[src/rtl/frame_gen_scheduler.sv]
// Frame generator scheduler for the 64-bit XGMII frame generator.
// Issues one start pulse per frame and holds the configured inter-frame gap.
// Counts completed frames by spotting the terminate character on the TX stream.
// Raises the generator stop interrupt on abort or when a frame overruns the watchdog.
module frame_gen_scheduler #(
  parameter int          DATA_WIDTH       = 64,
  parameter int          CTRL_WIDTH       = DATA_WIDTH / 8,
  parameter int          MAX_FRAME_CYCLES = 2048,
  parameter logic [7:0]  INT_STOP         = 8'h02
) (
  input  logic                  clk,
  input  logic                  i_rst_n,
  input  logic                  i_enable,
  input  logic [15:0]           i_num_frames,
  input  logic [7:0]            i_ifg_cycles,
  input  logic                  i_abort,
  input  logic [DATA_WIDTH-1:0] i_tx_data,
  input  logic [CTRL_WIDTH-1:0] i_tx_ctrl,
  output logic                  o_start,
  output logic [7:0]            o_interrupt,
  output logic                  o_busy,
  output logic                  o_done,
  output logic                  o_timeout,
  output logic [15:0]           o_frame_count
);

  localparam int WD_W = $clog2(MAX_FRAME_CYCLES + 1);
  localparam logic [WD_W-1:0] WD_LIMIT = WD_W'(MAX_FRAME_CYCLES);

  typedef enum logic [2:0] {
    S_IDLE,
    S_START,
    S_WAIT_END,
    S_GAP,
    S_DONE,
    S_ABORT
  } state_t;

  // A lane carries terminate when its control bit is set and its byte is 8'hFD.
  function automatic logic term_detect(input logic [DATA_WIDTH-1:0] data,
                                       input logic [CTRL_WIDTH-1:0] ctrl);
    logic hit;
    hit = 1'b0;
    for (int k = 0; k < CTRL_WIDTH; k++) begin
      if (ctrl[k] && (data[8*k +: 8] == 8'hFD)) hit = 1'b1;
    end
    return hit;
  endfunction

  // Frame count holds at all-ones instead of wrapping in continuous mode.
  function automatic logic [15:0] sat_inc16(input logic [15:0] v);
    return (v == 16'hFFFF) ? v : v + 16'd1;
  endfunction

  state_t          state_q, state_d;
  logic [15:0]     num_q, num_d;
  logic [7:0]      ifg_q, ifg_d;
  logic [7:0]      gap_q, gap_d;
  logic [WD_W-1:0] wd_q, wd_d;
  logic [15:0]     count_q, count_d;
  logic            timeout_q, timeout_d;
  logic            start_q, start_d;
  logic            done_q, done_d;
  logic            busy_q, busy_d;
  logic [7:0]      int_q, int_d;
  logic            term;

  assign term = term_detect(i_tx_data, i_tx_ctrl);

  // Next-state and registered-output decode; outputs follow the state being entered.
  always_comb begin
    state_d   = state_q;
    num_d     = num_q;
    ifg_d     = ifg_q;
    gap_d     = gap_q;
    wd_d      = wd_q;
    count_d   = count_q;
    timeout_d = timeout_q;
    case (state_q)
      S_IDLE: begin
        if (i_enable) begin
          num_d     = i_num_frames;
          ifg_d     = i_ifg_cycles;
          count_d   = 16'd0;
          timeout_d = 1'b0;
          state_d   = S_START;
        end
      end
      S_START: begin
        wd_d    = '0;
        state_d = i_abort ? S_ABORT : S_WAIT_END;
      end
      S_WAIT_END: begin
        wd_d = wd_q + 1'b1;
        if (term) begin
          // A terminate always counts, even when abort or expiry lands on the same cycle.
          count_d = sat_inc16(count_q);
          if (i_abort) begin
            state_d = S_ABORT;
          end else if (((num_q != 16'd0) && (count_d == num_q)) || !i_enable) begin
            state_d = S_DONE;
          end else if (ifg_q == 8'd0) begin
            state_d = S_START;
          end else begin
            gap_d   = ifg_q - 8'd1;
            state_d = S_GAP;
          end
        end else if (i_abort) begin
          state_d = S_ABORT;
        end else if (wd_d == WD_LIMIT) begin
          timeout_d = 1'b1;
          state_d   = S_ABORT;
        end
      end
      S_GAP: begin
        if (i_abort) begin
          state_d = S_ABORT;
        end else if (!i_enable) begin
          state_d = S_DONE;
        end else if (gap_q == 8'd0) begin
          state_d = S_START;
        end else begin
          gap_d = gap_q - 8'd1;
        end
      end
      S_DONE:  state_d = S_IDLE;
      S_ABORT: state_d = S_IDLE;
      default: state_d = S_IDLE;
    endcase
    start_d = (state_d == S_START);
    done_d  = (state_d == S_DONE);
    busy_d  = (state_d != S_IDLE);
    int_d   = (state_d == S_ABORT) ? INT_STOP : 8'h00;
  end

  // State, counters and output registers; reset drops everything silently to IDLE.
  always_ff @(posedge clk) begin
    if (!i_rst_n) begin
      state_q   <= S_IDLE;
      num_q     <= 16'd0;
      ifg_q     <= 8'd0;
      gap_q     <= 8'd0;
      wd_q      <= '0;
      count_q   <= 16'd0;
      timeout_q <= 1'b0;
      start_q   <= 1'b0;
      done_q    <= 1'b0;
      busy_q    <= 1'b0;
      int_q     <= 8'h00;
    end else begin
      state_q   <= state_d;
      num_q     <= num_d;
      ifg_q     <= ifg_d;
      gap_q     <= gap_d;
      wd_q      <= wd_d;
      count_q   <= count_d;
      timeout_q <= timeout_d;
      start_q   <= start_d;
      done_q    <= done_d;
      busy_q    <= busy_d;
      int_q     <= int_d;
    end
  end

  assign o_start       = start_q;
  assign o_interrupt   = int_q;
  assign o_busy        = busy_q;
  assign o_done        = done_q;
  assign o_timeout     = timeout_q;
  assign o_frame_count = count_q;

endmodule

[config.mk]
export PLATFORM = sky130hd
export DESIGN_NAME = frame_gen_scheduler
export DESIGN_NICKNAME = d
export VERILOG_FILES = /design/src/rtl/frame_gen_scheduler.sv
export SDC_FILE = /design/constraint.sdc
export NUM_CORES = 1
export LEC_CHECK = 0
export CORE_MARGIN = 2
export CORE_UTILIZATION = 49
export CTS_CLUSTER_DIAMETER = 50
export DETAILED_ROUTE_END_ITERATION = 8
export GPL_ROUTABILITY_DRIVEN = 0
export PLACE_DENSITY = 0.82
export SYNTH_ARGS = -nofsm -noshare
export SYNTH_HDL_FRONTEND = slang
export SYNTH_SLANG_ARGS = --single-unit
[constraint.sdc]
create_clock -name clk -period 3.7 [get_ports clk]
set_clock_uncertainty 0.15 [all_clocks]
set_input_delay 0.555 -clock clk [delete_from_list [all_inputs] [get_ports clk]]
set_output_delay 0.555 -clock clk [all_outputs]
set_load 0.01 [all_outputs]
# Word-level counts from Yosys, hierarchy flattened
# Cells that the tools add are included.
[word_totals] regBits=75 latch_bits=0 ram_bits=0 mem_bits_ro=0 word_cells=104 memories=0
[op_classes] addsub=4 n_mul=0 div_mod_pow=0 n_lt_le_gt_ge=0 n_eq_ne=27 n_shift=0 muxes=39 bitwise=0 n_reduce_logical=23
[op_table] op="$eq A8 B8 Y1 const B" n=8
[op_table] op="$mux W8" n=7
[op_table] op="$mux W16" n=3
[op_table] op="$pmux W16 S2" n=1
[op_table] op="$mux W3" n=10
[op_table] op="$pmux W12 S2" n=1
[op_table] op="$ne A2 B2 Y1 const B" n=10
[op_table] op="$add A16 B1 Y16 const B" n=1
[op_table] op="$eq A16 B16 Y1" n=1
[op_table] op="$eq A16 B16 Y1 const B" n=1
[op_table] op="$logic_not A8 Y1" n=2
[op_table] op="$pmux W8 S2" n=1
[op_table] op="$reduce_bool A16 Y1" n=1
[op_table] op="$sub A8 B1 Y8 const B" n=2
[op_table] op="$add A12 B1 Y12 const B" n=1
[op_table] op="$eq A12 B12 Y1 const B" n=1
[op_table] op="$mux W1" n=12
[op_table] op="$pmux W3 S4" n=1
[op_table] op="$logic_and A1 B1 Y1" n=9
[op_table] op="$reduce_and A8 Y1" n=1
[op_table] op="$eq A3 B1 Y1 const B" n=2
[op_table] op="$eq A3 B2 Y1 const B" n=2
[op_table] op="$eq A3 B3 Y1 const B" n=2
[op_table] op="$reduce_bool A2 Y1" n=3
[op_table] op="9 further kinds" n=10

# Depth between registers and ports, before layout
[logic_depth] word_depth=14 depth_mapped=12

# Least setup slack after synthesis
# Ideal clock, no wire load.
[synth_timing] path_kind="flip-flop to flip-flop" startpoint="register count_q[1], in the netlist o_frame_count[1]" endpoint="register gap_q[4]" setup_time_ns=0.117 arrival_ns=2.825 path_slack_ns=0.608 stages_incl_launch_ff=12 n_path_buf=1 synth_period_minus_slack_ns=3.092 path_cell_list="dfxtp_1 > ha_1 > nand4_1 > buf_2 > nor4_1 > or3b_2 > a32oi_1 > nand4_1 > o31ai_2 > nor2_1 > o21a_1 > a32o_1"
[synth_between] elab_chain_cells=7 word_cells_on_any_way=8 classes_between="add/sub (1); eq/ne (3); mux (1); reduce/logical (3)"
[synth_rtl] item="from (decl)" line_no="60" text="logic [15:0] count_q, count_d;"
[synth_rtl] item="from (signal assigned)" line_no="156" text="count_q <= count_d;"
[synth_rtl] item="$add A16 B1 Y16 / $eq A16 B16 Y1 (equally long branches)" line_no="52" text="return (v == 16'hFFFF) ? v : v + 16'd1;"
[synth_rtl] item="$mux W16 *" line_no="52"
[synth_rtl] item="$eq A16 B16 Y1 *" line_no="100" text="end else if (((num_q != 16'd0) && (count_d == num_q)) || !i_enable) begin"
[synth_rtl] item="$logic_and A1 B1 Y1 *" line_no="100"
[synth_rtl] item="$logic_or A1 B1 Y1 *" line_no="100"
[synth_rtl] item="$ne A2 B2 Y1 (no source line) *"
[synth_rtl] item="$reduce_and A8 Y1 (no source line) *"
[synth_rtl] item="to (signal assigned)" line_no="154" text="gap_q <= gap_d;"
[synth_rtl] item="to (decl)" line_no="58" text="logic [7:0] gap_q, gap_d;"
# Mark *: on every way between the ends. The rest lies on a longest branch, timed or not.
# A chain may end at the register's enable or synchronous reset.

# Worst setup path in the final report
[layout_timing] startpoint="register count_q[1], in the netlist o_frame_count[1]" endpoint="register busy_q, in the netlist o_busy"
[layout_between] elab_chain_cells=10 word_cells_on_any_way=11 classes_between="add/sub (1); eq/ne (2); mux (5); reduce/logical (3)"
[layout_rtl] item="$add A16 B1 Y16 / $eq A16 B16 Y1 (equally long branches)" line_no="52"
[layout_rtl] item="$mux W16 *" line_no="52"
[layout_rtl] item="$eq A16 B16 Y1 *" line_no="100"
[layout_rtl] item="$logic_and A1 B1 Y1 *" line_no="100"
[layout_rtl] item="$logic_or A1 B1 Y1 *" line_no="100"
[layout_rtl] item="$mux W3 *" line_no="100"
[layout_rtl] item="$mux W3 *" line_no="98" text="if (i_abort) begin"
[layout_rtl] item="$mux W3 *" line_no="95" text="if (term) begin"
[layout_rtl] item="$pmux W3 S4 *" line_no="79" text="case (state_q)"
[layout_rtl] item="$reduce_bool A3 Y1 *" line_no="132" text="busy_d = (state_d != S_IDLE);"
[layout_rtl] item="to (signal assigned)" line_no="160" text="busy_q <= busy_d;"
[layout_rtl] item="to (decl)" line_no="64" text="logic busy_q, busy_d;"
# Marks and branches as above.

==> qor.yml <==
fill_cells: 761
power_density_nw_per_um2: 304
yosysTopAreaCellShare: 0.304
cts_buffer_depth: 2
switchingPower_w: 0.000543
synth_compound_area_frac: 0.213
drv_slew: 0
yosys.area_share.simple: 0.346
end_kind: "register"
final-hold-violation-count: 0
die_area_sq_um: 9910
start_kind: "register"
synthCells: 610
synth_edf_count: 0
worstMarginPinSlew_ps: 740
async_reset_ff_frac: 0
die_x_um: 99.6
viasPerCell: 6.17
switching_share: 0.300
drv_cap: 0
core_sq_um: 8810
dp_hpwl_um: 10300
max_slew_margin: 0.507
antenna_left: 0
fmax_mhz: 280
rsz0062_at_grt: "false"
pwr-share-clk: 0.350
wl_um: 13700
grt_pass1_vias: 4630
antenna_found_initial: 0
synth_mux_area_frac: 0.0271
intPower_w: 0.00127
ir_worst_vdd_uv: 243
grt_pass1_wl_um: 22100
drtIter0Drc: 438
setup_viol: 0
dieHeight_um: 99.6
min_path_type: "reg -> reg"
cts_resized: 0
ioPinCount: 128
grt.overflow.total: 0
portBuffers: 120
comb_power_share: 0.204
synth_cell_types: 70
synthFlopType: "dfxtp_1"
clk_pin_slew_worst_paths_ps: 70
tns_ps: 0
synth-xor-area-share: 0.0431
critPathRequiredTime_ps: 3780
power_frac_seq: 0.446
cts_root_buffer: "clkbuf_8"
n_antenna_cell: 0
num-nets-final: 821
synth.ff_latch_count: 68
initial_utilization: 0.508
cts_hold_buf: 0
rows: 34
status: "completed"
power_leakage_nw: 2.12
fin_crit_ps: 3570
cts_tree: "built"
fin_util: 0.676
clock-sinks: 68
syn_area_per_cell_sq_um: 7.33
dr.pass1.iters: 5
via_count: 5127
cts_setup_buffers: 0
ys_warn_count: 0
grt_max_degree: 38
synth_top_family_by_area: "simple AND/OR/NAND/NOR gates"
synth_area_leaders: "dfxtp_1, nand2_1, a21oi_1, nor2_1, nor4_1"
synth-adder-area-share: 0.00839
track_usage: 0.273
insertion_delay_ps: 370
wl_per_cell_um: 16.5
path_max_fanout: 9
drc_errors: 0
final_layout_size_suffix_gt1_frac: 0.0719
yosys.area.top_type: "dfxtp_1"
period_share: 0.965
syn_area_sq_um: 4470
ys_seq_area_frac: 0.304
cts_buffers: 9
path_class: "reg -> reg"
htreeDepth: 3
synthToLayoutAreaGrowth_pct: 33.0
cp.arrival_ps: 3650
[area by class of cell]
type / count / area [sq um] / share of cell area
Inverter: 10 / 37.5 / 0.00631
Clock buffer: 9 / 124 / 0.0208
Multi-Input combinational cell: 493 / 2880 / 0.484
Sequential cell: 68 / 1360 / 0.229
Clock inverter: 7 / 76.3 / 0.0128
Tap cell: 108 / 135 / 0.0227
Timing Repair Buffer: 136 / 1330 / 0.224
[path summary, 6_finish.rpt]
check	slack (ps)	cells past startpoint	end	start
hold / removal	330	2	ifg_q[0]$_SDFFE_PN0P_	ifg_q[0]$_SDFFE_PN0P_
hold reg to reg	330	2	ifg_q[0]$_SDFFE_PN0P_	ifg_q[0]$_SDFFE_PN0P_
setup / recovery	130	11	o_busy$_SDFF_PN0_	o_frame_count[1]$_SDFFE_PN0P_
setup reg to reg	130	11	o_busy$_SDFF_PN0_	o_frame_count[1]$_SDFFE_PN0P_
[sequential cells by signal (all words and copies together), names as in the netlist]
register	cells
gap_q	8
ifg_q	8
num_q	16
o_busy	1
o_done	1
o_frame_count	16
o_interrupt	1
o_start	1
o_timeout	1
state_q	3
wd_q	12
[worst max-delay path, cell delays in order, from the launching register on]
cell and delay [ps]:
dfxtp_1 530, ha_1 230, nand4_1 260, buf_4 260, nor4_1 430, mux2i_1 230
nand4_1 100, a2111o_1 340, o31ai_2 330, a21oi_1 180, o21ai_2 260, nand4b_1 120
[per-stage QoR]
step                instances  worst slack, ps  area (sq um)  power [W]  hold WS (ps)
floorplan                 616              608          4500    0.00101           294
global placement          815              279          5750    0.00117           316
detailed placement        815              199          5750    0.00119           324
CTS                       831              180          5950    0.00181           335
global route              831             3.13          5950    0.00189           358
finish                    831              128          5950    0.00181           333
[cells in the mapped netlist (8+ instances only)]
master,number
a21oi_1,51
a31oi_1,11
buf_2,10
buf_4,8
clkbuf_1,25
dfxtp_1,68
inv_1,10
mux2i_1,11
nand2_1,100
nand3_1,20
nand4_1,22
nor2_1,47
nor3_1,25
nor4_1,26
o21ai_0,31
xnor2_1,14
xor2_1,8
[cell families after synthesis]
| family | Yosys count |
|---|---|
| AOI/OAI and AO/OA | 150 |
| xor gates and xnor gates | 22 |
| adders and majority gates | 3 |
| buffers and inverters | 55 |
| DFF | 68 |
| muxes | 12 |
| other | 1 |
| and+or+nand+nor | 299 |
[layer usage]
layer	track usage	wire, um
met5	0	0
met1	0.356	5540
met4	0.106	335
met2	0.442	6310
met3	0.0583	1510
[layout by cell type, fill, tap and decap left out, types with 14 or more instances in the layout]
cell,count
a21oi_1,51
buf_4,15
clkdlybuf4s50_1,120
dfxtp_1,68
nand2_1,99
nand3_1,20
nand4_1,22
nor2_1,47
nor3_1,25
nor4_1,26
o21ai_0,31
xnor2_1,14
[power groups by stage]
stage | logic, W | clock network [W] | registers (W)
after floorplan | 0.000202 | 0 | 0.000808
after global placement | 0.000353 | 0 | 0.000821
after detailed placement | 0.000366 | 0 | 0.000822
after CTS | 0.000367 | 0.000637 | 0.000804
after global routing | 0.000408 | 0.000669 | 0.000810
final | 0.000370 | 0.000634 | 0.000806
Note: power is estimated with default switching activity, not from simulation.
